File: src/rtl/i2c_target_byte_if.sv
// i2c_target_byte_if: byte-level I2C target engine.
// Oversamples SCL/SDA on Clk, detects START/STOP, matches a 7-bit address,
// hands write bytes to the user port and serialises read bytes from it.
// SDA is driven through an open-drain enable (Sda_oe = 1 pulls the line low).
// Optional build macro: I2C_TARGET_GLITCH_FILTER_EN adds a FILTER_LEN-cycle
// stability filter on both lines after the synchronisers.
//
// state    | meaning
// ---------+-------------------------------------------------------------
// IDLE     | not addressed, SDA released, waiting for START
// ADDR     | shifting in address + R/W bit on SCL rising edges
// ADDR_ACK | address matched; drive ACK for one SCL low/high period
// RX       | shifting in a write data byte
// RX_ACK   | drive ACK (or leave released for NACK) after a write byte
// TX       | driving a read data byte, one bit per SCL falling edge
// TX_ACK   | SDA released, sampling the controller's ACK/NACK

module i2c_target_byte_if #(
    parameter logic [6:0]  ADDR       = 7'h2A,
    parameter int unsigned FILTER_LEN = 3
) (
    input  logic       Clk,
    input  logic       Rst,
    input  logic       Scl_in,
    input  logic       Sda_in,
    output logic       Sda_oe,
    output logic [7:0] Rx_data,
    output logic       Rx_valid,
    input  logic       Rx_ready,
    input  logic [7:0] Tx_data,
    output logic       Tx_req,
    output logic       Start_det,
    output logic       Stop_det,
    output logic       Busy
);

`ifdef I2C_TARGET_GLITCH_FILTER_EN
    localparam bit FILTER_ON = 1'b1;
`else
    localparam bit FILTER_ON = 1'b0;
`endif

    typedef enum logic [2:0] {
        ST_IDLE,
        ST_ADDR,
        ST_ADDR_ACK,
        ST_RX,
        ST_RX_ACK,
        ST_TX,
        ST_TX_ACK
    } state_t;

    logic [1:0] scl_sync, sda_sync;
    logic       scl_raw, sda_raw;
    logic       scl_f, sda_f;
    logic       scl_prev, sda_prev;
    logic       scl_rise, scl_fall;
    logic       start_flag, stop_flag;

    state_t     state, state_n;
    logic [3:0] bit_cnt, bit_cnt_n;
    logic [7:0] shift, shift_n;
    logic [7:0] shift_in;
    logic       ack_on, ack_on_n;
    logic       nack, nack_n;
    logic       rw, rw_n;
    logic       oe_n, busy_n, rx_valid_n, tx_req_n;
    logic [7:0] rx_data_n;

    // Two-flop synchronisers; reset to 1 so the bus looks idle.
    always_ff @(posedge Clk) begin
        if (Rst) begin
            scl_sync <= 2'b11;
            sda_sync <= 2'b11;
        end else begin
            scl_sync <= {scl_sync[0], Scl_in};
            sda_sync <= {sda_sync[0], Sda_in};
        end
    end

    assign scl_raw = scl_sync[1];
    assign sda_raw = sda_sync[1];

    generate
        if (FILTER_ON && (FILTER_LEN > 0)) begin : g_filter
            localparam int unsigned FCW = (FILTER_LEN > 1) ? $clog2(FILTER_LEN) : 1;
            localparam logic [FCW-1:0] TMR_LOAD = FCW'(FILTER_LEN - 1);

            logic [FCW-1:0] scl_tmr, sda_tmr;
            logic           scl_q, sda_q;

            // Each filtered line follows its input only after FILTER_LEN
            // consecutive differing samples; the down-counter reloads on any
            // sample that matches the current filtered value.
            always_ff @(posedge Clk) begin
                if (Rst) begin
                    scl_q   <= 1'b1;
                    sda_q   <= 1'b1;
                    scl_tmr <= TMR_LOAD;
                    sda_tmr <= TMR_LOAD;
                end else begin
                    if (scl_raw == scl_q) begin
                        scl_tmr <= TMR_LOAD;
                    end else if (scl_tmr == '0) begin
                        scl_q   <= scl_raw;
                        scl_tmr <= TMR_LOAD;
                    end else begin
                        scl_tmr <= scl_tmr - 1'b1;
                    end
                    if (sda_raw == sda_q) begin
                        sda_tmr <= TMR_LOAD;
                    end else if (sda_tmr == '0) begin
                        sda_q   <= sda_raw;
                        sda_tmr <= TMR_LOAD;
                    end else begin
                        sda_tmr <= sda_tmr - 1'b1;
                    end
                end
            end

            assign scl_f = scl_q;
            assign sda_f = sda_q;
        end else begin : g_nofilter
            assign scl_f = scl_raw;
            assign sda_f = sda_raw;
        end
    endgenerate

    // One-cycle history for edge and START/STOP detection.
    always_ff @(posedge Clk) begin
        if (Rst) begin
            scl_prev <= 1'b1;
            sda_prev <= 1'b1;
        end else begin
            scl_prev <= scl_f;
            sda_prev <= sda_f;
        end
    end

    assign scl_rise   = scl_f & ~scl_prev;
    assign scl_fall   = ~scl_f & scl_prev;
    assign start_flag = scl_f & scl_prev & sda_prev & ~sda_f;
    assign stop_flag  = scl_f & scl_prev & ~sda_prev & sda_f;
    assign shift_in   = {shift[6:0], sda_f};

    // State register and all registered outputs.
    always_ff @(posedge Clk) begin
        if (Rst) begin
            state     <= ST_IDLE;
            bit_cnt   <= 4'd0;
            shift     <= 8'h00;
            ack_on    <= 1'b0;
            nack      <= 1'b0;
            rw        <= 1'b0;
            Sda_oe    <= 1'b0;
            Rx_data   <= 8'h00;
            Rx_valid  <= 1'b0;
            Tx_req    <= 1'b0;
            Start_det <= 1'b0;
            Stop_det  <= 1'b0;
            Busy      <= 1'b0;
        end else begin
            state     <= state_n;
            bit_cnt   <= bit_cnt_n;
            shift     <= shift_n;
            ack_on    <= ack_on_n;
            nack      <= nack_n;
            rw        <= rw_n;
            Sda_oe    <= oe_n;
            Rx_data   <= rx_data_n;
            Rx_valid  <= rx_valid_n;
            Tx_req    <= tx_req_n;
            Start_det <= start_flag;
            Stop_det  <= stop_flag;
            Busy      <= busy_n;
        end
    end

    // Next-state and datapath; START/STOP take priority over SCL edges.
    always_comb begin
        state_n    = state;
        bit_cnt_n  = bit_cnt;
        shift_n    = shift;
        ack_on_n   = ack_on;
        nack_n     = nack;
        rw_n       = rw;
        oe_n       = Sda_oe;
        rx_data_n  = Rx_data;
        rx_valid_n = 1'b0;
        tx_req_n   = 1'b0;
        busy_n     = Busy;

        if (stop_flag) begin
            state_n   = ST_IDLE;
            bit_cnt_n = 4'd0;
            ack_on_n  = 1'b0;
            oe_n      = 1'b0;
            busy_n    = 1'b0;
        end else if (start_flag) begin
            state_n   = ST_ADDR;
            bit_cnt_n = 4'd0;
            ack_on_n  = 1'b0;
            oe_n      = 1'b0;
            busy_n    = 1'b0;
        end else begin
            case (state)
                ST_IDLE: begin
                end
                ST_ADDR: begin
                    if (scl_rise) begin
                        shift_n = shift_in;
                        if (bit_cnt == 4'd7) begin
                            bit_cnt_n = 4'd0;
                            if (shift_in[7:1] == ADDR) begin
                                state_n  = ST_ADDR_ACK;
                                busy_n   = 1'b1;
                                rw_n     = shift_in[0];
                                ack_on_n = 1'b0;
                            end else begin
                                state_n = ST_IDLE;
                            end
                        end else begin
                            bit_cnt_n = bit_cnt + 4'd1;
                        end
                    end
                end
                ST_ADDR_ACK: begin
                    if (scl_fall) begin
                        if (!ack_on) begin
                            ack_on_n = 1'b1;
                            oe_n     = 1'b1;
                            tx_req_n = rw;
                        end else begin
                            ack_on_n  = 1'b0;
                            bit_cnt_n = 4'd0;
                            if (rw) begin
                                // First read bit goes out on the same fall that ends ACK.
                                shift_n = Tx_data;
                                oe_n    = ~Tx_data[7];
                                state_n = ST_TX;
                            end else begin
                                oe_n    = 1'b0;
                                state_n = ST_RX;
                            end
                        end
                    end
                end
                ST_RX: begin
                    if (scl_rise) begin
                        shift_n = shift_in;
                        if (bit_cnt == 4'd7) begin
                            bit_cnt_n = 4'd0;
                            ack_on_n  = 1'b0;
                            nack_n    = ~Rx_ready;
                            state_n   = ST_RX_ACK;
                            if (Rx_ready) begin
                                rx_data_n  = shift_in;
                                rx_valid_n = 1'b1;
                            end
                        end else begin
                            bit_cnt_n = bit_cnt + 4'd1;
                        end
                    end
                end
                ST_RX_ACK: begin
                    if (scl_fall) begin
                        if (!ack_on) begin
                            ack_on_n = 1'b1;
                            oe_n     = ~nack;
                        end else begin
                            ack_on_n = 1'b0;
                            oe_n     = 1'b0;
                            if (nack) begin
                                state_n = ST_IDLE;
                                busy_n  = 1'b0;
                            end else begin
                                state_n = ST_RX;
                            end
                        end
                    end
                end
                ST_TX: begin
                    if (scl_rise) begin
                        if (bit_cnt != 4'd8) begin
                            bit_cnt_n = bit_cnt + 4'd1;
                            shift_n   = {shift[6:0], 1'b0};
                        end
                    end else if (scl_fall) begin
                        if (bit_cnt == 4'd8) begin
                            bit_cnt_n = 4'd0;
                            ack_on_n  = 1'b0;
                            oe_n      = 1'b0;
                            state_n   = ST_TX_ACK;
                        end else begin
                            oe_n = ~shift[7];
                        end
                    end
                end
                ST_TX_ACK: begin
                    if (scl_rise && !ack_on) begin
                        if (!sda_f) begin
                            tx_req_n = 1'b1;
                            ack_on_n = 1'b1;
                        end else begin
                            state_n = ST_IDLE;
                            busy_n  = 1'b0;
                            oe_n    = 1'b0;
                        end
                    end else if (scl_fall && ack_on) begin
                        ack_on_n  = 1'b0;
                        bit_cnt_n = 4'd0;
                        shift_n   = Tx_data;
                        oe_n      = ~Tx_data[7];
                        state_n   = ST_TX;
                    end
                end
                default: begin
                    state_n = ST_IDLE;
                    oe_n    = 1'b0;
                    busy_n  = 1'b0;
                end
            endcase
        end
    end

endmodule
File: config.mk
export PLATFORM = sky130hd
export DESIGN_NAME = i2c_target_byte_if
export DESIGN_NICKNAME = d
export VERILOG_FILES = /design/src/rtl/i2c_target_byte_if.sv
export SDC_FILE = /design/constraint.sdc
export NUM_CORES = 1
export LEC_CHECK = 0
export CAP_MARGIN = 10
export CORE_UTILIZATION = 40
export CTS_BUF_LIST = sky130_fd_sc_hd__clkbuf_16
export DETAILED_ROUTE_END_ITERATION = 7
export PLACE_DENSITY = 0.7
export SYNTH_ARGS = -nofsm -noshare
export SYNTH_HDL_FRONTEND = slang
export SYNTH_SLANG_ARGS = --single-unit
File: constraint.sdc
create_clock -name Clk -period 2.65 [get_ports Clk]
set_input_delay 0.3975 -clock Clk [delete_from_list [all_inputs] [get_ports Clk]]
set_output_delay 0.3975 -clock Clk [all_outputs]
set_load 0.02 [all_outputs]
==> flow_metrics.tcl <==
set metrics [dict create \
    status "finished clean" \
    async_reset_ff_share_pct 0 \
    grt_pass1_wl_um 7960 \
    worst_pin_slew_ns 0.750 \
    initial_core_util_pct 41.7 \
    use_met3_pct 4.03 \
    hold_slack_ns 0.413 \
    wl_um 4700 \
    hold_depth 1 \
    synthCells 224 \
    routedWlPerCell_um 14.7 \
    antennaDiodeCount 0 \
    antenna_found_initial 0 \
    synth_edf_count 0 \
    vias 1797 \
    vias_per_cell 5.63 \
    clock-sinks 38 \
    antenna_left 0 \
    area_growth_pct 24.0 \
    drt_iter0_drc 135 \
    finalSetupViolCount 0 \
    grt_max_degree 18 \
    drive_gt1_share_pct 10.3 \
    nFillCells 468 \
    cts_tree "yes" \
    fin_skew_ns 0.00530 \
    mostFrequentLayoutCell "dfxtp_1" \
    power_density_nw_per_um2 501 \
    worstReg2RegStart "scl_sync[1]" \
    cts_setup_buffers 0 \
    fp.dieH_um 72.4 \
    syn-num-nets 242 \
    clock_path_buffers 2 \
    cpPeakStageDelay_ns 0.47 \
    rsz0062_at_grt "no" \
    dieArea_um2 5250 \
    r2r_setup_slack_ns 0.43 \
    ys_warn_count 0 \
    drc 0 \
    fin_crit_sh_pct 83.7 \
    synth.distinct_cells 51 \
    criticalPathCategory "reg2reg" \
    fmax_mhz 451 \
    required_ns 2.86 \
    drt_first_pass_iters 4 \
    gr-usage-met2_pct 29.3 \
    io_buffers 26 \
    grt_use_met1_pct 26.6 \
    setup-tns-final_ns 0 \
    die_w_um 72.4 \
    hold_class "reg2reg" \
    nets 269 \
    cap_violations 0 \
    grt_overflow 0 \
    maxSlewHeadroom_pct 50.0 \
    cp_max_fo 11 \
    cts-root-buf "clkbuf_16" \
    hp-start "scl_sync[0]" \
    hold_end "scl_sync[1]" \
    hold_viol_final 0 \
    leakage_nw 0.920 \
    grt_busiest_layer "met2" \
    synth.yosys.seq_area_share_pct 38.3 \
    cts_buffers 5 \
    drv_slew 0 \
    place_hpwl_um 3260 \
    core_area_um2 4750 \
    arrival_ns 2.43 \
    grt.total_usage_pct 19.6 \
    clk_pin_slew_ns 0.06 \
    ys.flop_type "dfxtp_1" \
    synth.avg_cell_area_um2 8.86 \
    r2r_end "state[0]" \
    ios 27 \
    synth-seq-cells 38 \
    grt_pass1_vias 1694 \
    crit_path_start_kind "flip-flop" \
    layout_common_cells "38 x dfxtp_1, 26 x clkdlybuf4s50_1, 15 x a21oi_1" \
    rows 25 \
    utilization_pct 51.8 \
    crit_path_cell_trace "ha_1 > nor3b_1 > o211a_1 > or3_4 > or4_1 > a31oi_1" \
    syn_area_um2 1980 \
    vdd_drop_max_v 0.000253 \
    insertion_delay_ns 0.28 \
    critPathCaptureType "flip-flop" \
    fin_crit_ns 2.22 \
    htreeDepth 2 \
    gp_congestion 0.871 \
    crit_slowest_cell "or4_1" \
    r2r_cells 6 \
]
==> synthesized netlist by cell type, drive strengths merged, types with 2 or more instances <==
library cell  number  area, um2
a211oi             2       15.0
a21boi             2       15.0
a21o               2       15.0
a21oi             16       83.8
a22o               9       78.8
a22oi              2       15.0
a311oi             8       70.1
a31oi              2       12.5
a32oi              2       17.5
and2               2       12.5
and4b              2       20.0
buf                9       53.8
clkbuf             4       15.0
dfxtp             38        761
ha                 5       62.6
inv                9       33.8
mux2i              9       90.1
nand2             12       45.0
nand2b             3       18.8
nand3              5       25.0
nand3b             8       60.1
nand4              3       18.8
nand4b             3       26.3
nor2              12       45.0
nor2b              5       31.3
nor3               6       30.0
nor3b              2       15.0
nor4bb             2       20.0
o211ai             2       15.0
o21ai             12       60.1
o31ai              3       22.5
or2                6       37.5
or3                2       17.5
xnor2              2       17.5
==> final cells by class <==
| type | instances | area [um2] | area share, % |
|---|---|---|---|
| clock buffers | 5 | 125 | 5.08 |
| well taps | 67 | 83.8 | 3.41 |
| clock inverters | 3 | 16.3 | 0.661 |
| flip-flops and latches | 38 | 761 | 30.9 |
| inverters | 9 | 33.8 | 1.37 |
| multi-input cells | 164 | 1130 | 45.9 |
| repair buffers | 33 | 313 | 12.7 |
==> metal layers <==
layer,wire length (um),share of wire (%),up-vias
li1,-,-,893
met1,2310,49,838
met2,2070,44,56
met3,208,4.4,10
met4,112,2.4,0
met5,0,0,-
==> flip-flops by register name, indices dropped and copies added, names as in the netlist, 2 cells and up <==
| register | flops |
|---|---|
| state | 3 |
| bit_cnt | 4 |
| shift | 8 |
| Rx_data | 8 |
| scl_sync | 2 |
| sda_sync | 2 |
==> worst max-delay path by stage <==
stage / slack, ns / start / end
after floorplan: 0.60 / scl_prev / state[0]
after global placement: 0.35 / scl_prev / shift[1]
after detailed placement: 0.25 / scl_prev / shift[7]
after CTS: 0.21 / scl_prev / shift[6]
after global routing: 0.24 / scl_sync[1] / state[0]
final: 0.43 / scl_sync[1] / state[0]
==> logic make-up (layout without fill, tap and decap cells) <==
| group | Yosys count | in the layout | share of synthesized area, % |
|---|---|---|---|
| buf+inv | 22 | 50 | 5.17 |
| flops | 38 | 38 | 38.3 |
| mux | 9 | 9 | 4.54 |
| fa+ha+maj | 5 | 5 | 3.15 |
| xor+xnor | 3 | 3 | 1.32 |
| compound gates | 69 | 69 | 24.2 |
| simple gates | 78 | 78 | 23.3 |
==> critical path, delay by kind of cell (launching register included) <==
kind                       cells  cell delay, ns
and+or+nand+nor                3            0.98
adders and majority gates      1            0.37
DFF                            1            0.37
AOI/OAI and AO/OA              2            0.43
==> metrics by stage <==
stage          instances  power [W]  worst slack (ns)  cell area (um2)
3_3_place_gp         311   0.000671             0.351             2310
4_1_cts              319    0.00124             0.214             2450
5_1_grt              319    0.00127             0.236             2460
2_1_floorplan        224   0.000638             0.604             1980
6_report             319    0.00123             0.432             2460
3_5_place_dp         311   0.000671             0.253             2310
==> power by group <==
part / internal [W] / leakage, nW / switching [W]
Combinational: 0.0000368 / 0.545 / 0.0000396
Sequential: 0.000577 / 0.307 / 0.00000687
Clock: 0.000343 / 0.0672 / 0.000229
==> what timing repair did <==
action                                  in CTS  in global routing
hold buffers                                 0                  0
endpoints found under the setup margin       0                  4
gates resized for setup                      0                  1
(Power assumes the default switching activity.)
